### src/rtl/alarm_pkg.sv
// Shared state encoding and width helpers for the alarm sounder.
package alarm_pkg;

  typedef enum logic [1:0] {
    S_IDLE   = 2'd0,
    S_RING   = 2'd1,
    S_SNOOZE = 2'd2
  } state_t;

  // Bits needed to hold 0..value-1, never less than one.
  function automatic int clog2(input int value);
    int w;
    w = 1;
    while ((1 << w) < value) w++;
    return w;
  endfunction

  function automatic int max2(input int a, input int b);
    return (a > b) ? a : b;
  endfunction

endpackage

### src/rtl/alarm_sounder_tone_gen.sv
// Buzzer tone divider gated by the beep ON/OFF cadence; everything clears while run is low.
module tone_gen
  import alarm_pkg::*;
#(
  parameter int TONE_HALF_CYC = 25000,
  parameter int BEEP_ON_CYC   = 12500000,
  parameter int BEEP_OFF_CYC  = 12500000
) (
  input  logic clk,
  input  logic rst_n,
  input  logic run,
  output logic gated_tone
);

  localparam int TONE_W = clog2(TONE_HALF_CYC);
  localparam int BEEP_W = clog2(max2(BEEP_ON_CYC, BEEP_OFF_CYC));

  logic [TONE_W-1:0] tone_cnt_q, tone_cnt_d;
  logic [BEEP_W-1:0] beep_cnt_q, beep_cnt_d;
  logic [BEEP_W-1:0] beep_end;
  logic              tone_q, tone_d;
  logic              beep_on_q, beep_on_d;
  logic              gated_q, gated_d;

  // The counters always describe the cycle about to be registered into
  // gated_q, so the first RING cycle shows phase 0 with the buzzer low.
  always_comb begin
    // NOTE: every signal gets a default first so no path can infer a latch.
    tone_cnt_d = tone_cnt_q;
    tone_d     = tone_q;
    beep_cnt_d = beep_cnt_q;
    beep_on_d  = beep_on_q;
    beep_end   = beep_on_q ? BEEP_W'(BEEP_ON_CYC - 1) : BEEP_W'(BEEP_OFF_CYC - 1);
    gated_d    = run & tone_q & beep_on_q;
    if (!run) begin
      tone_cnt_d = '0;
      tone_d     = 1'b0;
      beep_cnt_d = '0;
      beep_on_d  = 1'b1;
    end else begin
      if (tone_cnt_q == TONE_W'(TONE_HALF_CYC - 1)) begin
        tone_cnt_d = '0;
        tone_d     = ~tone_q;
      end else begin
        tone_cnt_d = tone_cnt_q + 1'b1;
      end
      if (beep_cnt_q == beep_end) begin
        beep_cnt_d = '0;
        beep_on_d  = ~beep_on_q;
      end else begin
        beep_cnt_d = beep_cnt_q + 1'b1;
      end
    end
  end

  // NOTE: state is updated with non-blocking assignments so every flop samples pre-edge values.
  always_ff @(posedge clk) begin
    if (!rst_n) begin
      tone_cnt_q <= '0;
      tone_q     <= 1'b0;
      beep_cnt_q <= '0;
      beep_on_q  <= 1'b1;
      gated_q    <= 1'b0;
    end else begin
      tone_cnt_q <= tone_cnt_d;
      tone_q     <= tone_d;
      beep_cnt_q <= beep_cnt_d;
      beep_on_q  <= beep_on_d;
      gated_q    <= gated_d;
    end
  end

  assign gated_tone = gated_q;

endmodule

### src/rtl/alarm_sounder.sv
// Alarm sounder top: channel arbitration, ring/snooze/timeout state machine and second counters.
module alarm_sounder
  import alarm_pkg::*;
#(
  parameter int N_ALARMS      = 2,
  parameter int TONE_HALF_CYC = 25000,
  parameter int BEEP_ON_CYC   = 12500000,
  parameter int BEEP_OFF_CYC  = 12500000,
  parameter int SEC_CYC       = 50000000,
  parameter int SNOOZE_S      = 300,
  parameter int TIMEOUT_S     = 600,
  parameter int MAX_SNOOZE    = 3
) (
  input  logic                             clk,
  input  logic                             rst_n,
  input  logic [N_ALARMS-1:0]              alarm_en,
  input  logic [N_ALARMS-1:0]              alarm_match,
  input  logic                             snooze,
  input  logic                             stop,
  output logic                             buzzer,
  output logic                             ringing,
  output logic                             snoozing,
  output logic [clog2(N_ALARMS)-1:0]       active_id,
  output logic [clog2(MAX_SNOOZE+1)-1:0]   snooze_cnt
);

  localparam int ID_W    = clog2(N_ALARMS);
  localparam int SNZ_W   = clog2(MAX_SNOOZE + 1);
  localparam int CYC_W   = clog2(SEC_CYC);
  localparam int SEC_MAX = max2(SNOOZE_S, TIMEOUT_S);
  localparam int SEC_W   = clog2(SEC_MAX + 1);

  state_t             state_q, state_d;
  logic [ID_W-1:0]    active_id_q, active_id_d;
  logic [SNZ_W-1:0]   snooze_cnt_q, snooze_cnt_d;
  logic [CYC_W-1:0]   cyc_q, cyc_d;
  logic [SEC_W-1:0]   sec_q, sec_d;
  logic               ringing_q, snoozing_q;
  logic [N_ALARMS-1:0] req;
  logic [ID_W-1:0]    first_id;
  logic               sec_tick;
  logic               en_active;

  assign req       = alarm_match & alarm_en;
  assign sec_tick  = (cyc_q == CYC_W'(SEC_CYC - 1));
  assign en_active = alarm_en[active_id_q];

  always_comb begin
    first_id = '0;
    for (int i = N_ALARMS - 1; i >= 0; i--) begin
      if (req[i]) first_id = ID_W'(i);
    end
  end

  always_comb begin
    state_d      = state_q;
    active_id_d  = active_id_q;
    snooze_cnt_d = snooze_cnt_q;
    cyc_d        = cyc_q;
    sec_d        = sec_q;
    if (state_q != S_IDLE) begin
      cyc_d = sec_tick ? '0 : cyc_q + 1'b1;
      if (sec_tick && sec_q != SEC_W'(SEC_MAX)) sec_d = sec_q + 1'b1;
    end
    // Priority in RING: stop/disable, then snooze, then timeout.
    unique case (state_q)
      S_IDLE: begin
        if (req != '0) begin
          state_d      = S_RING;
          active_id_d  = first_id;
          snooze_cnt_d = '0;
        end
      end
      S_RING: begin
        if (stop || !en_active) begin
          state_d = S_IDLE;
        end else if (snooze) begin
          if (snooze_cnt_q < SNZ_W'(MAX_SNOOZE)) begin
            state_d      = S_SNOOZE;
            snooze_cnt_d = snooze_cnt_q + 1'b1;
          end else begin
            state_d = S_IDLE;
          end
        end else if (sec_tick && sec_q == SEC_W'(TIMEOUT_S - 1)) begin
          state_d = S_IDLE;
        end
      end
      S_SNOOZE: begin
        if (stop || !en_active) begin
          state_d = S_IDLE;
        end else if (sec_tick && sec_q == SEC_W'(SNOOZE_S - 1)) begin
          state_d = S_RING;
        end
      end
      default: state_d = S_IDLE;
    endcase
    if (state_d != state_q) begin
      cyc_d = '0;
      sec_d = '0;
    end
    if (state_d == S_IDLE) snooze_cnt_d = '0;
  end

  always_ff @(posedge clk) begin
    if (!rst_n) begin
      state_q      <= S_IDLE;
      active_id_q  <= '0;
      snooze_cnt_q <= '0;
      cyc_q        <= '0;
      sec_q        <= '0;
      ringing_q    <= 1'b0;
      snoozing_q   <= 1'b0;
    end else begin
      state_q      <= state_d;
      active_id_q  <= active_id_d;
      snooze_cnt_q <= snooze_cnt_d;
      cyc_q        <= cyc_d;
      sec_q        <= sec_d;
      ringing_q    <= (state_d == S_RING);
      snoozing_q   <= (state_d == S_SNOOZE);
    end
  end

  // Driving run from the next state keeps the tone aligned with ringing.
  tone_gen #(
    .TONE_HALF_CYC (TONE_HALF_CYC),
    .BEEP_ON_CYC   (BEEP_ON_CYC),
    .BEEP_OFF_CYC  (BEEP_OFF_CYC)
  ) u_tone_gen (
    .clk        (clk),
    .rst_n      (rst_n),
    .run        (state_d == S_RING),
    .gated_tone (buzzer)
  );

  assign ringing    = ringing_q;
  assign snoozing   = snoozing_q;
  assign active_id  = active_id_q;
  assign snooze_cnt = snooze_cnt_q;

endmodule

### config.mk
export PLATFORM = sky130hd
export DESIGN_NAME = alarm_sounder
export DESIGN_NICKNAME = d
export VERILOG_FILES = /design/src/rtl/alarm_pkg.sv /design/src/rtl/alarm_sounder_tone_gen.sv /design/src/rtl/alarm_sounder.sv
export SDC_FILE = /design/constraint.sdc
export NUM_CORES = 1
export LEC_CHECK = 0
export CELL_PAD_IN_SITES_DETAIL_PLACEMENT = 0
export CELL_PAD_IN_SITES_GLOBAL_PLACEMENT = 1
export CORE_MARGIN = 2
export CORE_UTILIZATION = 30
export CTS_CLUSTER_DIAMETER = 120
export DETAILED_ROUTE_END_ITERATION = 10
export PLACE_DENSITY_LB_ADDON = 0.12
export SETUP_SLACK_MARGIN = 0.02
export SLEW_MARGIN = 30
export SYNTH_ARGS = -nofsm -noshare
export SYNTH_HDL_FRONTEND = slang
export SYNTH_SLANG_ARGS = --single-unit
### constraint.sdc
create_clock -name clk -period 3.22 [get_ports clk]
set_input_delay 0.644 -clock clk [delete_from_list [all_inputs] [get_ports clk]]
set_output_delay 0.644 -clock clk [all_outputs]
set_load 0.005 [all_outputs]
==> reports/results.tsv <==
metric	value	unit
boundary pin count	14	
portion of netlist area occupied by mux cells	1.15	%
post-synthesis cell type count	51	
Crit Reg-Reg Endpoint	u_tone_gen.beep_cnt_q[9]	
Adder-Cell Fraction of Synth Area	1.72	%
most common cell after layout, fill and taps aside	dfxtp_1	
number of enable-type register cells in the synthesized netlist	0	
maximum number of pins on one net before global-route repair	25	
asr flop ratio synth	0	%
worst clock skew	0.00668	ns
number of slew-limit violations in the final report	0	
classification of the worst setup path	flip-flop to flip-flop	
fraction of the mapped netlist area in compound gates	12.5	%
power density relative to cell area	445	mW/mm^2
total count of hold-check failures in the final report	0	
H-Tree Depth	3	
DR vias	3676	
Primary FF master, synth	dfxtp_1	
dominant combinational cell family by area after synthesis	simple AND/OR/NAND/NOR gates	
total of warnings raised by yosys	0	
vias in the first global route	3613	
DRT Pass-1 Iters	4	
cells on worst reg2reg path	7	
startpoint of the tightest hold check path	u_tone_gen.beep_cnt_q[0]	
root buffer cell	clkbuf_16	
overall power of the completed layout	2.23	mW
antenna violations before repair	0	
Worst Path Max Fanout	24	
synthesized flop and latch total	85	
reg2reg start	cyc_q[0]	
sum of overflow across all layers after global routing	0	
number of setup violations in the final report	0	
Arr. time, crit path	2.95	ns
placed instance count	690	
sum of net half-perimeters after detailed placement	7310	um
Area growth, synth to finish	14.7	%
clock transition at the registers of the reported paths	0.06	ns
Core Box Area	0.0144	sq mm
flop2flop setup slack	0.47	ns
width of the die	125	um
Worst EP required	3.42	ns
initial cell density of the core	30.3	%
post-detailed-routing wire length	10600	um
worst min-delay path category	flip-flop to flip-flop	
type of element capturing the critical path	flip-flop	
routed wirelength normalized by instance count	15.1	um
period utilization	85.5	%
clock tree from TritonCTS	built	
max frequency	363	MHz
number of hold buffers added after CTS	0	
RePlAce Congestion	0.757	
Max rail drop VDD	0.312	mV
global-route wire length before repair	18300	um
Leakage	1.46	nW
ANT nets after route	0	
setup tns final	0	ns
transition time at the pin with the least slew margin	0.896	ns
part of the Yosys area used for sequential elements	39.0	%
maximum capacitance violations	0	
Worst-Skew Late Latency	0.34	ns
Longest Clk Path Bufs	2	
All-Layer GR Usage	14.3	%
share of layout cells above drive strength 1	7.10	%
crit path time final	2.75	ns
num rows	44	
commonest cells after routing, fill and taps aside	dfxtp_1 (85), nor2_1 (39), xnor2_1 (39)	
Die H	125	um
Synthesized Nets	516	
worst-case hold path end point	u_tone_gen.beep_cnt_q[0]	
post-DR vias/cell	5.21	
# nets final	531	
setup repair after global routing missed its margin	no	
number of non-filler instances in the completed layout	705	
clock sink count	85	
diodes inserted	0	
Post-CTS Setup Inserts	0	
number of buffers inserted during clock tree synthesis	9	
Cells after Synth	502	
buffers added on ports	13	
fraction of the mapped netlist area in simple logic gates	29.0	%
Netlist Area Pre-Place	0.00436	sq mm
outcome	completed	
Die ar.	0.0155	sq mm
Post-Synth XOR/XNOR Area	12.7	%
worst rel slew slack	39.7	%
Synth Area per Inst	8.69	sq um
drt drc	0	
Critical Path Source Type	flip-flop	
cts repair resizes	0	
iteration-0 DRC count of the detailed router	208	
cell depth of the worst min-delay path	1	
==> worst max path at each step <==
stage,startpoint,endpoint,slack (ns),cells past startpoint
after global routing,cyc_q[0],u_tone_gen.beep_cnt_q[14],0.30,7
after floorplan,alarm_en[1],u_tone_gen.tone_cnt_q[0],1.24,5
after detailed placement,alarm_en[1],u_tone_gen.beep_cnt_q[7],0.23,7
final,cyc_q[0],u_tone_gen.beep_cnt_q[9],0.47,7
after CTS,cyc_q[0],u_tone_gen.beep_cnt_q[9],0.48,7
after global placement,alarm_en[1],u_tone_gen.beep_cnt_q[6],0.35,7
==> report_power, final <==
group	internal (mW)	leakage (nW)	switching (mW)	total, mW
registers	1.06	0.685	0.00875	1.07
logic	0.0370	0.628	0.0698	0.107
clock network	0.606	0.148	0.448	1.05
==> layer usage <==
metal	vias to the layer above	wire [um]	part of all wire, %	GRT usage, %
li1	1885	-	-	-
met1	1751	5330	50	19.0
met2	32	4930	46	22.7
met3	8	268	2.5	4.25
met4	0	114	1.1	4.03
met5	-	0	0	0
==> final cells by class <==
cell class,count,area [sq um]
multi-input cells,382,2490
flip-flops and latches,85,1700
well taps,184,230
clock buffers,9,225
fillers,1475,9370
inverters,12,45.0
repair buffers,27,235
clock inverters,6,72.6
==> through the flow <==
step / setup WS (ns) / hold WS, ns / area [sq um] / util (%)
floorplan: 1.24 / 0.436 / 4360 / -
global placement: 0.347 / 0.458 / 4700 / 32.7
detailed placement: 0.230 / 0.480 / 4700 / 32.7
CTS: 0.477 / 0.491 / 5000 / 34.8
global route: 0.300 / 0.516 / 5000 / 34.8
finish: 0.468 / 0.485 / 5000 / 34.8
==> cells in the mapped netlist, types with 4 or more instances <==
master	n	share of area, %
buf_2	6	0.69
nor3_1	31	3.6
inv_1	12	1.0
dfxtp_1	85	39
xor2_1	24	4.8
nor4_1	21	3.0
a21oi_1	17	2.0
nor2_1	39	3.4
ha_1	6	1.7
or3_1	7	1.0
buf_6	4	1.0
a211oi_1	33	5.7
and3_1	5	0.72
o31a_1	6	1.2
nand3_1	28	3.2
and4_1	10	2.0
o21ai_0	9	1.0
nand2_1	38	3.3
clkbuf_1	12	1.0
nand4_1	24	3.4
mux2i_1	5	1.1
xnor2_1	39	7.8
==> state kept, by name, summed over array words and instances (netlist names) <==
signal	flops
active_id	1
cyc_q	26
ringing	1
sec_q	10
snooze_cnt	2
snoozing	1
state_q	2
u_tone_gen.beep_cnt_q	24
u_tone_gen.beep_on_q	1
u_tone_gen.gated_tone	1
u_tone_gen.tone_cnt_q	15
u_tone_gen.tone_q	1
==> worst max-delay path, stage by stage, from the launching register on <==
cell      delay [ns]
dfxtp_1         0.40
ha_1            0.27
and4b_1         0.23
nand4_1         0.14
or3_1           0.47
o21ai_4         0.56
buf_4           0.40
a211oi_1        0.13
==> logic make-up after synthesis <==
group                      Yosys count
AOI/OAI and AO/OA                   78
xor gates and xnor gates            63
adders and majority gates            6
buffers and inverters               35
DFF                                 85
muxes                                5
and+or+nand+nor                    230
No activity file was read; power rests on OpenSTA's default activity.
==> variant 1, RTL diff (same settings) <==
Register the inputs `alarm_en`, `alarm_match`, `snooze` and `stop` before use, without a reset. The logic sees them one clock later.
--- a/src/rtl/alarm_sounder.sv
+++ b/src/rtl/alarm_sounder.sv
@@ -30,6 +30,18 @@
   localparam int SEC_MAX = max2(SNOOZE_S, TIMEOUT_S);
   localparam int SEC_W   = clog2(SEC_MAX + 1);
 
+  logic [N_ALARMS-1:0] alarm_en_q;
+  logic [N_ALARMS-1:0] alarm_match_q;
+  logic snooze_q;
+  logic stop_q;
+
+  always_ff @(posedge clk) begin
+    alarm_en_q    <= alarm_en;
+    alarm_match_q <= alarm_match;
+    snooze_q      <= snooze;
+    stop_q        <= stop;
+  end
+
   state_t             state_q, state_d;
   logic [ID_W-1:0]    active_id_q, active_id_d;
   logic [SNZ_W-1:0]   snooze_cnt_q, snooze_cnt_d;
@@ -41,9 +53,9 @@
   logic               sec_tick;
   logic               en_active;
 
-  assign req       = alarm_match & alarm_en;
+  assign req       = alarm_match_q & alarm_en_q;
   assign sec_tick  = (cyc_q == CYC_W'(SEC_CYC - 1));
-  assign en_active = alarm_en[active_id_q];
+  assign en_active = alarm_en_q[active_id_q];
 
   always_comb begin
     first_id = '0;
@@ -72,9 +84,9 @@
         end
       end
       S_RING: begin
-        if (stop || !en_active) begin
+        if (stop_q || !en_active) begin
           state_d = S_IDLE;
-        end else if (snooze) begin
+        end else if (snooze_q) begin
           if (snooze_cnt_q < SNZ_W'(MAX_SNOOZE)) begin
             state_d      = S_SNOOZE;
             snooze_cnt_d = snooze_cnt_q + 1'b1;
@@ -86,7 +98,7 @@
         end
       end
       S_SNOOZE: begin
-        if (stop || !en_active) begin
+        if (stop_q || !en_active) begin
           state_d = S_IDLE;
         end else if (sec_tick && sec_q == SEC_W'(SNOOZE_S - 1)) begin
           state_d = S_RING;
Function: changed (a bounded check fails within 4 cycles, from zero or initial values and one cycle with rst_n low).
==> variant 1 against the original RTL <==
  * Synthesized area fell by 0.14%
  * Total power rose by 3.5%
  * Sequential cell count rose by 6
  * Final cell count fell by 0.71%
  * Wire length fell by 8.2%
  * Sequential power rose by 7%
  * Worst setup slack improved by 290 ps
  * Design area fell by 1.5%
  * Critical endpoint is now u_tone_gen.beep_cnt_q[23]
  * Highest routed layer unchanged
==> variant 1: results <==
metrics = {
    "setup_path": {
        "path_max_fanout": 44,
        "cp_slowest_cell": "or4b_1",
        "cp_data_arrival_time_ps": 2660,
        "rr_endpoint": "u_tone_gen.beep_cnt_q[23]",
        "rrSetupSlack_ps": 750,
        "crit_start": "sec_q[5]",
        "ff2ff_path_depth": 6,
    },
    "synth": {
        "synth_common_cells": "dfxtp_1, nor2_1, nand2_1",
        "yosys.cell_types.count": 50,
        "synthTopCellsByArea": "dfxtp_1, xnor2_1, xor2_1",
        "synth_nets": 520,
        "avgSynthCellArea_sq_um": 8.61,
        "synth-seq-area-share_pct": 41.8,
    },
    "global_routing": {
        "grt_pass1_vias": 3359,
        "grt_pass1_wl_mm": 16.8,
        "grt_max_degree": 45,
    },
    "placed_design": {
        "dp_hpwl_mm": 6.60,
        "gp_congestion": 0.778,
        "pre_cts_ws_ps": 594,
        "placed_cell_area_sq_um": 4630,
        "dp_cells": 684,
    },
    "timing": {
        "fin_skew_ps": 8.70,
        "max_freq_ghz": 0.405,
        "whs_ps": 483,
        "slew_headroom_pct": 41.9,
    },
    "cells_and_area": {
        "nets": 525,
        "layout-drive-gt1-share_pct": 5.62,
    },
    "power_and_ir_drop": {
        "leakage_uw": 0.00146,
    },
    "detailed_routing": {
        "routed_via_density": 4.97,
        "wl_per_cell_um": 14.0,
        "dr.pass1.iters": 6,
        "drtIter0Drc": 219,
    },
    "worst_hold_path": {
        "min_to": "cyc_q[1]",
        "hold_path_depth": 2,
    },
    "run_status": {
        "status": "complete, no violations",
    },
}
[variant 1: changes by cell type in the layout (fill, tap and decap cells not counted), sizes merged, moves of 4 or more]
cell    delta
a211oi    -16
nor4      -11
nand2     +11
or4        +4
buf       -11
dfxtp      +6
nor3      -10
nor2      +15
a21oi     +18
o31a       -6
[variant 1: cells by family (layout without fill, tap and decap cells)]
group           Yosys count  in the layout  synth area share (%)
mux                       3              3                 0.718
simple gates            229            229                  27.9
flops                    91             91                  41.8
fa+ha+maj                 6              6                  1.72
buf+inv                  38             48                  3.94
xor+xnor                 65             65                  13.1
compound gates           74             74                  10.8
[variant 1: metal layers]
| metal | up-vias | GRT usage (%) | part of all wire [%] |
|---|---|---|---|
| met2 | 38 | 20.5 | 45 |
| met5 | - | 0 | 0 |
| met1 | 1625 | 17.7 | 51 |
| met4 | 0 | 5.88 | 2.1 |
| met3 | 15 | 2.58 | 2.2 |
| li1 | 1800 | - | - |
[variant 1: area by class of cell]
| type | count | area (sq um) |
|---|---|---|
| fillers | 1512 | 9440 |
| multi-input cells | 377 | 2370 |
| flip-flops and latches | 91 | 1820 |
| clock buffers | 11 | 233 |
| well taps | 184 | 230 |
| repair buffers | 16 | 153 |
| clock inverters | 5 | 62.6 |
| inverters | 16 | 60.1 |
[variant 1: worst max-delay path, delay by kind of cell (launching register included)]
kind	cells	cell delay [ps]
AND/OR/NAND/NOR	3	1180
buffers and inverters	1	450
flip-flops	1	340
AO/OA/AOI/OAI	2	310
[variant 1: where the power goes]
group	switching [uW]	total, uW	internal, uW
registers	13.0	1150	1140
logic	62.2	96.2	34.0
clock network	453	1060	607
==> variant 2, RTL diff (same settings) <==
Without the edit above. The parameter `SNOOZE_S` goes from 300 to 1200.
--- a/src/rtl/alarm_sounder.sv
+++ b/src/rtl/alarm_sounder.sv
@@ -7,7 +7,7 @@
   parameter int BEEP_ON_CYC   = 12500000,
   parameter int BEEP_OFF_CYC  = 12500000,
   parameter int SEC_CYC       = 50000000,
-  parameter int SNOOZE_S      = 300,
+  parameter int SNOOZE_S      = 1200,
   parameter int TIMEOUT_S     = 600,
   parameter int MAX_SNOOZE    = 3
 ) (
Behaviour: no difference found for any inputs over 10 cycles, from zero or initial values and one cycle with rst_n low; that may be too few to reach the edited logic, so the function may still have changed.
==> variant 2 against the original RTL <==
  * Critical path depth down 1
  * First-iteration DRC count is 25% lower
  * Worst setup slack improved by 160 ps
  * Sequential cell count rose by 1
  * Via count fell by 11%
  * Design area fell by 6.3%
  * Clock skew fell by 1.7 ps
  * Non-clock buffer count down 7
  * Wire length down 16%
  * Combinational power down 14%
  * Synthesized area is 6.9% lower
  * Count of clock-buffer cells in the layout is 1 higher
  * Critical endpoint is now u_tone_gen.beep_on_q
  * Total power is 5.0% lower
==> variant 2: results <==
metrics = {
    "placed_design": {
        "dp_cells": 661,
        "pre_cts_ws_ps": 271,
        "gp_congestion": 0.696,
    },
    "detailed_routing": {
        "met2_length_mm": 3.98,
        "wl_met1_mm": 4.59,
        "drtIter0Drc": 155,
        "routed_via_density": 4.84,
    },
    "synth": {
        "yosys.cell_types.count": 53,
        "avgSynthCellArea_sq_um": 8.53,
        "synth_common_cells": "nor2_1, dfxtp_1, nand2_1",
        "synth-seq-area-share_pct": 42.4,
        "synth_nets": 490,
    },
    "setup_path": {
        "cp_data_arrival_time_ps": 2810,
        "path_max_fanout": 7,
        "slowest_delay_ps": 690,
    },
    "global_routing": {
        "grt_pass1_wl_mm": 15.0,
        "grt_use_met2_pct": 20.5,
        "grt_max_degree": 18,
        "grtUsageMet1_pct": 17.0,
        "grt_pass1_vias": 3057,
    },
    "timing": {
        "tightest_slew_ps": 816,
    },
    "power_and_ir_drop": {
        "finalPower_uw": 2120,
        "p_switching_uw": 489,
        "peakVddDrop_v": 0.000297,
        "seq_power_share_pct": 50.9,
    },
    "cells_and_area": {
        "nets": 510,
        "layout-drive-gt1-share_pct": 6.99,
    },
    "run_status": {
        "status": "complete, no violations",
    },
}
variant 2: layout make-up:
class,instances,area (sq um)
multi-input combinational,367,2250
clock inverter,6,38.8
fill,1407,8560
inverter,12,45.0
sequential,86,1720
clock buffer,10,229
timing repair buffer,20,183
tap,176,220
variant 2: worst paths after layout:
kind	from	to	slack [ps]	cells after the start
worst max-delay path	stop	u_tone_gen.beep_on_q	630	6
worst min-delay path	u_tone_gen.beep_on_q	u_tone_gen.gated_tone	440	2
worst max register to register	sec_q[1]	u_tone_gen.beep_cnt_q[7]	690	7
worst min register to register	u_tone_gen.beep_on_q	u_tone_gen.gated_tone	440	2
variant 2: cell families after synthesis:
family	count (synthesis)	share of synthesized area (%)
and+or+nand+nor	254	32.5
adders and majority gates	6	1.85
AOI/OAI and AO/OA	42	7.00
muxes	2	0.493
buffers and inverters	23	2.19
xor gates and xnor gates	63	13.6
DFF	86	42.4
